$ cat config.mk
export PLATFORM = sky130hd
export DESIGN_NAME = cl_xor_axil_regs_flat
export DESIGN_NICKNAME = d
export VERILOG_FILES = /design/src/rtl/cl_xor_axil_regs_if.sv /design/src/rtl/cl_xor_axil_regs.sv /design/src/flat_wrapper.sv
export SDC_FILE = /design/constraint.sdc
export NUM_CORES = 1
export LEC_CHECK = 0
export CAP_MARGIN = 25
export CELL_PAD_IN_SITES_DETAIL_PLACEMENT = 1
export CELL_PAD_IN_SITES_GLOBAL_PLACEMENT = 1
export CORE_MARGIN = 2
export CORE_UTILIZATION = 37
export CTS_CLUSTER_DIAMETER = 40
export DETAILED_ROUTE_END_ITERATION = 10
export GPL_TIMING_DRIVEN = 0
export HOLD_SLACK_MARGIN = 0.1
export PLACE_DENSITY_LB_ADDON = 0.1
export SLEW_MARGIN = 20
export SYNTH_ARGS = -nofsm -noshare
export SYNTH_HDL_FRONTEND = slang
export SYNTH_SLANG_ARGS = --single-unit
export TNS_END_PERCENT = 1
$ cat constraint.sdc
create_clock -name clk_main_a0 -period 1.7 [get_ports clk_main_a0]
set_input_delay 0.425 -clock clk_main_a0 [delete_from_list [all_inputs] [get_ports clk_main_a0]]
set_output_delay 0.425 -clock clk_main_a0 [all_outputs]
set_load 0.02 [all_outputs]
$ cat src/rtl/cl_xor_axil_regs_if.sv
// AXI4-Lite register-slave bundle: AW/W/B write channels and AR/R read channels.
interface cl_xor_axil_regs_if #(
    parameter int unsigned ADDR_W = 32
);
    logic [ADDR_W-1:0] awaddr;
    logic              awvalid;
    logic              awready;
    logic [31:0]       wdata;
    logic [3:0]        wstrb;
    logic              wvalid;
    logic              wready;
    logic [1:0]        bresp;
    logic              bvalid;
    logic              bready;
    logic [ADDR_W-1:0] araddr;
    logic              arvalid;
    logic              arready;
    logic [31:0]       rdata;
    logic [1:0]        rresp;
    logic              rvalid;
    logic              rready;

    modport master (
        output awaddr, awvalid, wdata, wstrb, wvalid, bready, araddr, arvalid, rready,
        input  awready, wready, bresp, bvalid, arready, rdata, rresp, rvalid
    );

    modport slave (
        input  awaddr, awvalid, wdata, wstrb, wvalid, bready, araddr, arvalid, rready,
        output awready, wready, bresp, bvalid, arready, rdata, rresp, rvalid
    );
endinterface

$ cat src/rtl/cl_xor_axil_regs.sv
// AXI4-Lite register file for the XOR CL: operands, registered XOR result,
// XOR accumulator, write counter and block ID, with independent write/read FSMs.
module cl_xor_axil_regs #(
    parameter int unsigned ADDR_W   = 32,
    parameter logic [31:0] BLK_ID   = 32'h0C15_0001,
    parameter logic [31:0] ERR_DATA = 32'hDEAD_BEEF
) (
    input logic                clk_main_a0,
    input logic                rst_main,
    cl_xor_axil_regs_if.slave  s
);
    localparam int unsigned DATA_W = 32;
    localparam int unsigned STRB_W = 4;
    localparam int unsigned RESP_W = 2;
    localparam int unsigned IDX_W  = 6;

    localparam logic [RESP_W-1:0] RESP_OKAY   = 2'b00;
    localparam logic [RESP_W-1:0] RESP_SLVERR = 2'b10;

    localparam logic [IDX_W-1:0] IDX_OPA     = 6'd0;
    localparam logic [IDX_W-1:0] IDX_OPB     = 6'd1;
    localparam logic [IDX_W-1:0] IDX_RESULT  = 6'd2;
    localparam logic [IDX_W-1:0] IDX_ACC     = 6'd3;
    localparam logic [IDX_W-1:0] IDX_ACC_XOR = 6'd4;
    localparam logic [IDX_W-1:0] IDX_WCNT    = 6'd5;
    localparam logic [IDX_W-1:0] IDX_ID      = 6'd6;

    typedef enum logic {W_ACCEPT, W_RESP} wr_state_t;
    typedef enum logic {R_ACCEPT, R_RESP} rd_state_t;

    // Only address bits [7:2] select a register; the rest are deliberately ignored.
    logic unused_addr_bits_c;
    assign unused_addr_bits_c = ^{s.awaddr[ADDR_W-1:8], s.awaddr[1:0],
                                  s.araddr[ADDR_W-1:8], s.araddr[1:0]};

    // Register file
    logic [DATA_W-1:0] opa_q, opb_q, result_q, acc_q, wcnt_q;

    // Write channel state
    wr_state_t         wr_state_q, wr_state_n;
    logic              aw_held_q, aw_held_n;
    logic              w_held_q, w_held_n;
    logic [IDX_W-1:0]  aw_idx_q;
    logic [DATA_W-1:0] wdata_q;
    logic [STRB_W-1:0] wstrb_q;
    logic              awready_q, awready_n;
    logic              wready_q, wready_n;
    logic              bvalid_q, bvalid_n;
    logic [RESP_W-1:0] bresp_q, bresp_n;
    logic              commit_c;
    logic              wr_ok_c;
    logic [DATA_W-1:0] wmask_c;

    // Read channel state
    rd_state_t         rd_state_q, rd_state_n;
    logic              arready_q, arready_n;
    logic              rvalid_q, rvalid_n;
    logic [DATA_W-1:0] rdata_q, rdata_n;
    logic [RESP_W-1:0] rresp_q, rresp_n;
    logic [IDX_W-1:0]  rd_idx_c;
    logic [DATA_W-1:0] rd_data_c;
    logic [RESP_W-1:0] rd_resp_c;

    assign s.awready = awready_q;
    assign s.wready  = wready_q;
    assign s.bvalid  = bvalid_q;
    assign s.bresp   = bresp_q;
    assign s.arready = arready_q;
    assign s.rvalid  = rvalid_q;
    assign s.rdata   = rdata_q;
    assign s.rresp   = rresp_q;

    // Expand byte strobes into a bit mask for the held write data.
    always_comb begin
        wmask_c = '0;
        for (int unsigned i = 0; i < STRB_W; i++) begin
            wmask_c[8*i +: 8] = {8{wstrb_q[i]}};
        end
    end

    // Only the RW operand/accumulator registers and the WO ACC_XOR port accept writes.
    always_comb begin
        wr_ok_c = 1'b0;
        case (aw_idx_q)
            IDX_OPA, IDX_OPB, IDX_ACC, IDX_ACC_XOR: wr_ok_c = 1'b1;
            default:                                wr_ok_c = 1'b0;
        endcase
    end

    // Write FSM next state and registered channel outputs.
    always_comb begin
        wr_state_n = wr_state_q;
        aw_held_n  = aw_held_q;
        w_held_n   = w_held_q;
        bvalid_n   = bvalid_q;
        bresp_n    = bresp_q;
        commit_c   = 1'b0;
        case (wr_state_q)
            W_ACCEPT: begin
                if (aw_held_q && w_held_q) begin
                    commit_c   = 1'b1;
                    aw_held_n  = 1'b0;
                    w_held_n   = 1'b0;
                    wr_state_n = W_RESP;
                    bvalid_n   = 1'b1;
                    bresp_n    = wr_ok_c ? RESP_OKAY : RESP_SLVERR;
                end else begin
                    if (s.awvalid && awready_q) aw_held_n = 1'b1;
                    if (s.wvalid && wready_q)   w_held_n  = 1'b1;
                end
            end
            W_RESP: begin
                if (s.bready) begin
                    wr_state_n = W_ACCEPT;
                    bvalid_n   = 1'b0;
                end
            end
            default: wr_state_n = W_ACCEPT;
        endcase
        awready_n = (wr_state_n == W_ACCEPT) && !aw_held_n;
        wready_n  = (wr_state_n == W_ACCEPT) && !w_held_n;
    end

    // Write FSM state, held AW/W payloads and B channel registers.
    always_ff @(posedge clk_main_a0) begin
        if (rst_main) begin
            wr_state_q <= W_ACCEPT;
            aw_held_q  <= 1'b0;
            w_held_q   <= 1'b0;
            aw_idx_q   <= '0;
            wdata_q    <= '0;
            wstrb_q    <= '0;
            awready_q  <= 1'b0;
            wready_q   <= 1'b0;
            bvalid_q   <= 1'b0;
            bresp_q    <= RESP_OKAY;
        end else begin
            wr_state_q <= wr_state_n;
            aw_held_q  <= aw_held_n;
            w_held_q   <= w_held_n;
            awready_q  <= awready_n;
            wready_q   <= wready_n;
            bvalid_q   <= bvalid_n;
            bresp_q    <= bresp_n;
            if (s.awvalid && awready_q) aw_idx_q <= s.awaddr[7:2];
            if (s.wvalid && wready_q) begin
                wdata_q <= s.wdata;
                wstrb_q <= s.wstrb;
            end
        end
    end

    // Register file update on write commit; RESULT tracks OPA^OPB one cycle behind.
    always_ff @(posedge clk_main_a0) begin
        if (rst_main) begin
            opa_q    <= '0;
            opb_q    <= '0;
            result_q <= '0;
            acc_q    <= '0;
            wcnt_q   <= '0;
        end else begin
            result_q <= opa_q ^ opb_q;
            if (commit_c && wr_ok_c) begin
                wcnt_q <= wcnt_q + DATA_W'(1);
                case (aw_idx_q)
                    IDX_OPA:     opa_q <= (opa_q & ~wmask_c) | (wdata_q & wmask_c);
                    IDX_OPB:     opb_q <= (opb_q & ~wmask_c) | (wdata_q & wmask_c);
                    IDX_ACC:     acc_q <= (acc_q & ~wmask_c) | (wdata_q & wmask_c);
                    IDX_ACC_XOR: acc_q <= acc_q ^ (wdata_q & wmask_c);
                    default:     ;
                endcase
            end
        end
    end

    // Read decode from the live register values (pre-commit on a same-cycle write).
    assign rd_idx_c = s.araddr[7:2];
    always_comb begin
        rd_data_c = ERR_DATA;
        rd_resp_c = RESP_SLVERR;
        case (rd_idx_c)
            IDX_OPA:    begin rd_data_c = opa_q;    rd_resp_c = RESP_OKAY; end
            IDX_OPB:    begin rd_data_c = opb_q;    rd_resp_c = RESP_OKAY; end
            IDX_RESULT: begin rd_data_c = result_q; rd_resp_c = RESP_OKAY; end
            IDX_ACC:    begin rd_data_c = acc_q;    rd_resp_c = RESP_OKAY; end
            IDX_WCNT:   begin rd_data_c = wcnt_q;   rd_resp_c = RESP_OKAY; end
            IDX_ID:     begin rd_data_c = BLK_ID;   rd_resp_c = RESP_OKAY; end
            default:    ;
        endcase
    end

    // Read FSM next state and registered R channel outputs.
    always_comb begin
        rd_state_n = rd_state_q;
        rvalid_n   = rvalid_q;
        rdata_n    = rdata_q;
        rresp_n    = rresp_q;
        case (rd_state_q)
            R_ACCEPT: begin
                if (s.arvalid && arready_q) begin
                    rd_state_n = R_RESP;
                    rvalid_n   = 1'b1;
                    rdata_n    = rd_data_c;
                    rresp_n    = rd_resp_c;
                end
            end
            R_RESP: begin
                if (s.rready) begin
                    rd_state_n = R_ACCEPT;
                    rvalid_n   = 1'b0;
                end
            end
            default: rd_state_n = R_ACCEPT;
        endcase
        arready_n = (rd_state_n == R_ACCEPT);
    end

    // Read FSM state and R channel registers.
    always_ff @(posedge clk_main_a0) begin
        if (rst_main) begin
            rd_state_q <= R_ACCEPT;
            arready_q  <= 1'b0;
            rvalid_q   <= 1'b0;
            rdata_q    <= '0;
            rresp_q    <= RESP_OKAY;
        end else begin
            rd_state_q <= rd_state_n;
            arready_q  <= arready_n;
            rvalid_q   <= rvalid_n;
            rdata_q    <= rdata_n;
            rresp_q    <= rresp_n;
        end
    end
endmodule

$ cat src/flat_wrapper.sv
// flat-port wrapper written by rule: the top's interface ports become plain ports
module cl_xor_axil_regs_flat 
#(
    parameter int unsigned ADDR_W   = 32,
    parameter logic [31:0] BLK_ID   = 32'h0C15_0001,
    parameter logic [31:0] ERR_DATA = 32'hDEAD_BEEF
)
  (clk_main_a0, rst_main, s_awaddr, s_awvalid, s_wdata, s_wstrb, s_wvalid, s_bready, s_araddr, s_arvalid, s_rready, s_awready, s_wready, s_bresp, s_bvalid, s_arready, s_rdata, s_rresp, s_rvalid);
  cl_xor_axil_regs_if #(.ADDR_W(ADDR_W)) s_i ();
  input logic clk_main_a0;
  input logic rst_main;
  input wire logic [$bits(s_i.awaddr)-1:0] s_awaddr;
  input wire logic [$bits(s_i.awvalid)-1:0] s_awvalid;
  input wire logic [$bits(s_i.wdata)-1:0] s_wdata;
  input wire logic [$bits(s_i.wstrb)-1:0] s_wstrb;
  input wire logic [$bits(s_i.wvalid)-1:0] s_wvalid;
  input wire logic [$bits(s_i.bready)-1:0] s_bready;
  input wire logic [$bits(s_i.araddr)-1:0] s_araddr;
  input wire logic [$bits(s_i.arvalid)-1:0] s_arvalid;
  input wire logic [$bits(s_i.rready)-1:0] s_rready;
  output wire logic [$bits(s_i.awready)-1:0] s_awready;
  output wire logic [$bits(s_i.wready)-1:0] s_wready;
  output wire logic [$bits(s_i.bresp)-1:0] s_bresp;
  output wire logic [$bits(s_i.bvalid)-1:0] s_bvalid;
  output wire logic [$bits(s_i.arready)-1:0] s_arready;
  output wire logic [$bits(s_i.rdata)-1:0] s_rdata;
  output wire logic [$bits(s_i.rresp)-1:0] s_rresp;
  output wire logic [$bits(s_i.rvalid)-1:0] s_rvalid;
  assign s_i.awaddr = s_awaddr;
  assign s_i.awvalid = s_awvalid;
  assign s_i.wdata = s_wdata;
  assign s_i.wstrb = s_wstrb;
  assign s_i.wvalid = s_wvalid;
  assign s_i.bready = s_bready;
  assign s_i.araddr = s_araddr;
  assign s_i.arvalid = s_arvalid;
  assign s_i.rready = s_rready;
  assign s_awready = s_i.awready;
  assign s_wready = s_i.wready;
  assign s_bresp = s_i.bresp;
  assign s_bvalid = s_i.bvalid;
  assign s_arready = s_i.arready;
  assign s_rdata = s_i.rdata;
  assign s_rresp = s_i.rresp;
  assign s_rvalid = s_i.rvalid;
  cl_xor_axil_regs #(.ADDR_W(ADDR_W), .BLK_ID(BLK_ID), .ERR_DATA(ERR_DATA)) u_core (.clk_main_a0(clk_main_a0), .rst_main(rst_main), .s(s_i));
endmodule
# Word level (Yosys, flattened, before mapping)
# Index checks and enable logic that the tools add are counted.
dict set report totals {
  input_bits 107
  ff_bits 247
  out_inout_bits 41
}
dict set report op_classes {
  bitwise 14
  eq_ne 12
  n_mux 24
  addsub 1
  reduce_logical 21
}
# operator count
set op_table {}
lappend op_table {{32-bit one-hot mux with 6 select lines} 1}
lappend op_table {{32-bit AND} 4}
lappend op_table {{32-bit OR} 3}
lappend op_table {{32-bit one-hot mux with 2 select lines} 1}
lappend op_table {{32-bit XOR} 2}
lappend op_table {{32-bit by 1-bit adder with 32-bit output (second input constant)} 1}
lappend op_table {{32-bit NOT} 1}
lappend op_table {{6-bit by 2-bit equality test with 1-bit output (second input constant)} 3}
lappend op_table {{6-bit by 3-bit equality test with 1-bit output (second input constant)} 3}
lappend op_table {{1-bit 2-to-1 mux} 16}
lappend op_table {{2-bit AND reduction} 7}
lappend op_table {{6-bit by 1-bit equality test with 1-bit output (second input constant)} 2}
lappend op_table {{6-bit zero test} 2}
lappend op_table {{1-bit one-hot mux with 2 select lines} 4}
lappend op_table {{1-bit logical AND} 7}
lappend op_table {{6-bit OR reduction} 1}
lappend op_table {{2-bit 2-to-1 mux} 2}
lappend op_table {{2-bit by 1-bit inequality test with 1-bit output (second input constant)} 2}
lappend op_table {{2-bit inequality test (second input constant)} 2}
lappend op_table {{1-bit NOT} 4}
lappend op_table {{4-bit OR reduction} 1}
lappend op_table {{1-bit zero test} 2}
lappend op_table {{2-bit nonzero test} 1}

# Depth between registers and ports, before layout
# Gate-level depths: netlist of the first run.
dict set report depth {
  depth_word 6
  depth_mapped 8
  mapped_depth_nobuf 5
}

# Worst setup path after synthesis of the first run
# Ideal clock, no wire load.
dict set report synth_path {
  kind {in2reg}
  from {in s_araddr[2]}
  to {reg u_core.rdata_q[22] (netlist: u_core.s.rdata[22])}
  slack_ns -0.087
  arrival_time_ns 1.645
  path_stages 6
  required_time_ns 1.558
  n_path_buf 2
  cell_sequence {buf_2 -> buf_4 -> mux2_2 -> a22o_1 -> a222oi_1 -> a221oi_1}
}
dict set report synth_via {
  elab_chain_len 2
  word_cells_on_any_way 7
}
# element line_no
set synth_rtl {}
lappend synth_rtl {{from (decl)} flat_wrapper.sv:18} ;# input wire logic [$bits(s_i.araddr)-1:0] s_araddr;
lappend synth_rtl {{6-bit by 3-bit equality test with 1-bit output, or another cell as far along} cl_xor_axil_regs.sv:181} ;# case (rd_idx_c)
lappend synth_rtl {{32-bit one-hot mux with 6 select lines (*)} cl_xor_axil_regs.sv:181}
lappend synth_rtl {{to (signal assigned)} cl_xor_axil_regs.sv:230} ;# rdata_q <= rdata_n;
lappend synth_rtl {{to (decl)} cl_xor_axil_regs.sv:58} ;# logic [DATA_W-1:0] rdata_q, rdata_n;
# Mark *: on every way between the ends. The rest lies on a longest branch, timed or not.
# A chain may end at the register's enable or synchronous reset.

# Final worst setup path of the first run
dict set report layout_path {
  from {reg u_core.aw_idx_q[0]}
  to {reg u_core.wcnt_q[29]}
}
dict set report layout_via {
  elab_chain_len 4
  word_cells_on_any_way 7
}
# element line_no
set layout_rtl {}
lappend layout_rtl {{from (decl)} cl_xor_axil_regs.sv:43} ;# logic [IDX_W-1:0] aw_idx_q;
lappend layout_rtl {{from (signal assigned)} cl_xor_axil_regs.sv:145} ;# if (s.awvalid && awready_q) aw_idx_q <= s.awaddr[7:2];
lappend layout_rtl {{6-bit by 1-bit equality test with 1-bit output, or another cell as far along} cl_xor_axil_regs.sv:84} ;# case (aw_idx_q)
lappend layout_rtl {{4-bit OR reduction (*)} cl_xor_axil_regs.sv:84}
lappend layout_rtl {{1-bit 2-to-1 mux (*)} cl_xor_axil_regs.sv:84}
lappend layout_rtl {{1-bit logical AND (*)} cl_xor_axil_regs.sv:163} ;# if (commit_c && wr_ok_c) begin
lappend layout_rtl {{to (signal assigned)} cl_xor_axil_regs.sv:164} ;# wcnt_q <= wcnt_q + DATA_W'(1);
lappend layout_rtl {{to (decl)} cl_xor_axil_regs.sv:37} ;# logic [DATA_W-1:0] opa_q, opb_q, result_q, acc_q, wcnt_q;
# Marked as above.

==> results of run 1 <==
final cells by class:
class                           instances  area share
Multi-Input combinational cell        965       0.404
Sequential cell                       245       0.347
Clock buffer                           48      0.0769
Timing Repair Buffer                  112      0.0722
Buffer                                 87      0.0427
Tap cell                              384      0.0338
Clock inverter                         22      0.0202
Inverter                                9     0.00238
kinds of logic (layout without fill, tap and decap cells):
family                     Yosys count  in the layout
muxes                               37             37
AOI/OAI and AO/OA                  307            307
adders and majority gates            1              1
xor gates and xnor gates            60             60
other                                1              2
DFF                                245            245
buffers and inverters               99            278
and+or+nand+nor                    558            558
worst paths after layout:
check | from | end | depth (start not counted) | slack [ns]
worst max-delay path | u_core.aw_idx_q[0] | u_core.wcnt_q[29] | 6 | -0.21
worst min-delay path | s_wdata[8] | u_core.wdata_q[8] | 3 | 0.46
worst max register to register | u_core.aw_idx_q[0] | u_core.wcnt_q[29] | 6 | -0.21
worst min register to register | u_core.w_held_q | u_core.s.wready | 1 | 0.48
worst max-delay path: stages (launching register included):
cell and delay [ns]:
dfxtp_4 0.42, mux2i_4 0.37, nand4_4 0.25, buf_8 0.23
nor4_2 0.28, xnor2_1 0.16, nor2_1 0.06
cell usage after synthesis, types with 18 or more instances:
cell type and instances:
a221oi_1 30, o21ai_0 64, a211oi_1 25, nor2_1 140
nor3_1 18, nand3_1 36, buf_2 20, clkbuf_1 57
nand2_1 269, a21oi_1 143, dfxtp_1 245, xnor2_1 58
and2_1 24, mux2_2 19
power breakdown:
part / internal, mW / total, mW / switching (mW)
clock: 5.48 / 8.37 / 2.90
sequential: 5.86 / 6.00 / 0.139
combinational: 0.377 / 0.956 / 0.579
total: 11.7 / 15.3 / 3.61
routing by layer:
| layer | GRT usage | wire length, um |
|---|---|---|
| met1 | 0.346 | 18300 |
| met2 | 0.377 | 16700 |
| met3 | 0.0346 | 1810 |
| met4 | 0.0830 | 1110 |
| met5 | 0 | 0 |
stage by stage:
step / hold slack (ns) / utilization / worst slack, ns
CTS: 0.444 / 0.484 / -0.251
floorplan: 0.439 / - / -0.0486
global placement: 0.459 / 0.424 / -1.15
detailed placement: 0.475 / 0.424 / -1.18
finish: 0.461 / 0.495 / -0.215
global route: 0.455 / 0.495 / -0.247
timing repair:
action / 4_1_cts / 5_1_grt
buffers inserted: 14 / 7
pin swaps: 8 / 8
setup endpoints to repair: 225 / 177
resized for setup: 142 / 102
==> metrics, run 1 <==
RSZ-0062 raised after global routing yes; CP Capture Type register; GRT Total Usage 0.243; Synth Area in Adders 0.00116; mux contribution to synthesized area 0.0381; Async S/R FF share, synth 0; Startpoint Class register; 1st-iter DRT viols 509; CTS tree yes; CP Data Required Time 2.09 ns; Clock Tree Buf Depth 3; area post-placement 0.0122 mm^2; grt ovf 0; Cell Rows 62; placer congestion estimate 0.817; Tot Pwr 15.3 mW; Slew headroom 0.397; commonest non-fill, non-tap cell in the layout nand2_1; clk slew on worst S/H paths 0.05 ns; Reg area 0.00493 mm^2; post-synthesis xor/xnor area fraction 0.0487; ys flop type dfxtp_1; pin count of the biggest net entering global routing 12; DRT Pass-1 Iters 8; layout cell share with drive strength beyond 1 0.173; Seq/Total Area, Yosys 0.455; Worst EP arrival 2.31 ns; CTS Hold Bufs 0; number of distinct library cells after synthesis 59; final non-filler cell total 1872; DRC Markers 0; Final setup viols 77; Placed Instances 1784; Port Buf Inserts 91; total CTS buffers 39; most frequent cells in the layout nand2_1 (262), dfxtp_1 (230), nor2_1 (140), a21oi_1 (135), xnor2_1 (58); Tightest Hold Check Type primary input to register; Leak 5.09 nW; Routed WL 37800 um; fmax 522 MHz; multi-input logic area 0.00574 mm^2; Crit Path Category register to register; drt wl/cell 20.2 um; ANT nets after route 0; via count 9985; final setup margin -0.215 ns; clk root buf clkbuf_16; H-tree depth 2; minimum clock period 1.91 ns; Core Footprint 0.0287 mm^2; clock sinks 245; area grow syn2layout 31.7%; mapped cell area 0.0108 mm^2; status finished with violations; clock skew 0.0145 ns; largest family of logic cells by synthesized area simple AND/OR/NAND/NOR gates; Synth area leader dfxtp_1; Gate Count Post-Synth 1308; global-route wire length before repair 57800 um; Final HPWL DP 28100 um; area share of the largest cell type after synthesis 0.455; Die W 175 um; worst-path fanout max 10; final instance area 0.0142 mm^2; Worst-Margin Slew 0.905 ns; Nets 1567; synth warn 0; final setup TNS -4.84 ns; Slew Viols, Final 0; synthesized flop and latch total 245; compound-gate portion of the synthesized area 0.172; initial antenna violation count 1; failing checks negative setup slack; post-DR vias/cell 5.33; post-synthesis simple-gate area fraction 0.244; die area 0.0305 mm^2; Skew-Pair Late Insertion Delay 0.52 ns; final critical-path share of the clock period 1.13; VDD IR max 0.000562 V; Filler cells 3380; EDFF count, synth 0; MaxCap Viol Count 0; antenna fix cells 0; synth top area cells dfxtp_1 (45%), nand2_1 (9.4%), a21oi_1 (6.6%), nor2_1 (4.9%), xnor2_1 (4.7%); Starting Density 0.376; Final Hold Viols 0; synthesized area per cell 8.24 um^2; Die Ht 175 um; vias in the first global route 9883; I/O pins 148; power density over the cells 1080 mW/mm^2
(Power assumes the default switching activity.)
==> inputs of run 2 (changes only) <==
Settings changed: PLACE_DENSITY from default to 0.77, PLACE_DENSITY_LB_ADDON 0.1 to default.
==> metrics, run 2 (synthesis gave the netlist of run 1 again) <==
CTS tree yes; most frequent cells in the layout nand2_1 (261), dfxtp_1 (228), nor2_1 (140), a21oi_1 (132), o21ai_0 (60); final instance area 0.0142 mm^2; CP cell instances mux2i_4, nand4_4, buf_8, nor4_2, xnor2_1, nor2_1; Reg2Reg Setup Slack -0.21 ns; Hold Crit Depth 3; DRT Pass-1 Iters 7; final setup TNS -9.54 ns; drt wl/cell 20.2 um; clock sinks 245; final setup margin -0.212 ns; area grow syn2layout 31.9%; CTS Hold Bufs 0; Core Footprint 0.0287 mm^2; global-route wire length before repair 58600 um; Sw Pwr 3.54 mW; Max stage delay cell, worst path dfxtp_4; Nets 1565; initial antenna violation count 1; pin count of the biggest net entering global routing 12; vias in the first global route 10400; Worst Hold End u_core.wdata_q[11]; Slew headroom 0.389; Leak 5.10 nW; combinational share of power 0.064; DRC Markers 0; GRT Total Usage 0.245; ANT nets after route 0; placer congestion estimate 0.844; CP Capture Type register; CP peak stage delay 0.41 ns; Final HPWL DP 27600 um; worst slack at placement -1.21 ns; Final setup viols 106; cell-internal power 11.7 mW; Fin Hold WS 0.457 ns; r2r startpoint u_core.aw_idx_q[0]; final non-filler cell total 1871; Port Buf Inserts 91; failing checks negative setup slack; via count 10100; commonest non-fill, non-tap cell in the layout nand2_1; power density over the cells 1070 mW/mm^2; Worst-Margin Slew 0.916 ns; Filler cells 3378; worst-path fanout max 10; max layer used met4; grt ovf 0; VDD IR max 0.000776 V; total CTS buffers 38; Die W 175 um; Startpoint Class register; die area 0.0305 mm^2; Routed WL 37800 um; RSZ-0062 raised after global routing yes; clk root buf clkbuf_16; Clock Tree Buf Depth 3; clock skew 0.0123 ns; Skew-Pair Late Insertion Delay 0.52 ns; Hold Path Origin s_wdata[11]; fmax 523 MHz; Die Ht 175 um; Sequential Power Share 0.394; antenna fix cells 0; Post-Route Utilization 0.495; WL met3 1840 um; MaxCap Viol Count 0; Tightest Hold Check Type primary input to register; Worst EP arrival 2.30 ns; Slew Viols, Final 0; Crit Path Category register to register; RR Endpoint u_core.wcnt_q[29]; Tot Pwr 15.2 mW; clk slew on worst S/H paths 0.05 ns; FF-to-FF path depth 6; Cell Rows 62; sw frac 0.232; clock share of power 0.543; I/O pins 148; CP Data Required Time 2.09 ns; Placed Instances 1784; wire length on met2 17800 um; H-tree depth 2; final critical-path share of the clock period 1.12; 1st-iter DRT viols 669; status finished with violations; Final Hold Viols 0; area post-placement 0.0122 mm^2; WL met1 17200 um; Starting Density 0.376; layout cell share with drive strength beyond 1 0.176; post-DR vias/cell 5.42; minimum clock period 1.91 ns
==> run 2: power by group through the flow <==
stage / Clock [mW] / Combinational, mW / Sequential (mW)
6_report: 8.28 / 0.969 / 6.00
5_1_grt: 8.66 / 1.04 / 6.01
4_1_cts: 8.40 / 0.934 / 6.00
3_5_place_dp: 0 / 0.909 / 6.11
3_3_place_gp: 0 / 0.893 / 6.11
2_1_floorplan: 0 / 0.403 / 6.13
==> run 2: how the worst max path moves through the flow <==
stage                             from                  to
floorplan                  s_araddr[2]  u_core.s.rdata[24]
global placement           s_araddr[4]  u_core.s.rdata[26]
detailed placement         s_araddr[4]  u_core.s.rdata[12]
CTS                   u_core.wcnt_q[2]   u_core.wcnt_q[25]
global route        u_core.aw_idx_q[3]   u_core.wcnt_q[31]
finish              u_core.aw_idx_q[0]   u_core.wcnt_q[29]
==> run 2: timing repair <==
item	CTS	global route
endpoints found under the hold margin	0	0
setup endpoints to repair	227	204
setup buffers	13	7
gates resized for setup	149	83
pin swaps	8	11
==> run 2: metal layers <==
layer	GRT usage	vias to the layer above
met5	0	-
met4	0.0795	0
met3	0.0381	71
met2	0.406	298
met1	0.327	4929
li1	-	4851
==> run 2: cell type report <==
| type | instances | area (um^2) | area share |
|---|---|---|---|
| Timing Repair Buffer | 111 | 1040 | 0.0735 |
| Clock buffer | 53 | 1140 | 0.0803 |
| Clock inverter | 17 | 231 | 0.0163 |
| Multi-Input combinational cell | 965 | 5770 | 0.406 |
| Sequential cell | 245 | 4930 | 0.347 |
| Buffer | 87 | 583 | 0.0410 |
| Inverter | 9 | 33.8 | 0.00238 |
| Tap cell | 384 | 480 | 0.0338 |
==> run 2: worst max-delay path, delay by kind of cell (launching register included) <==
kind | cells | cell delay [ns]
xor gates and xnor gates | 1 | 0.15
and+or+nand+nor | 3 | 0.58
DFF | 1 | 0.41
muxes | 1 | 0.40
buffers and inverters | 1 | 0.23
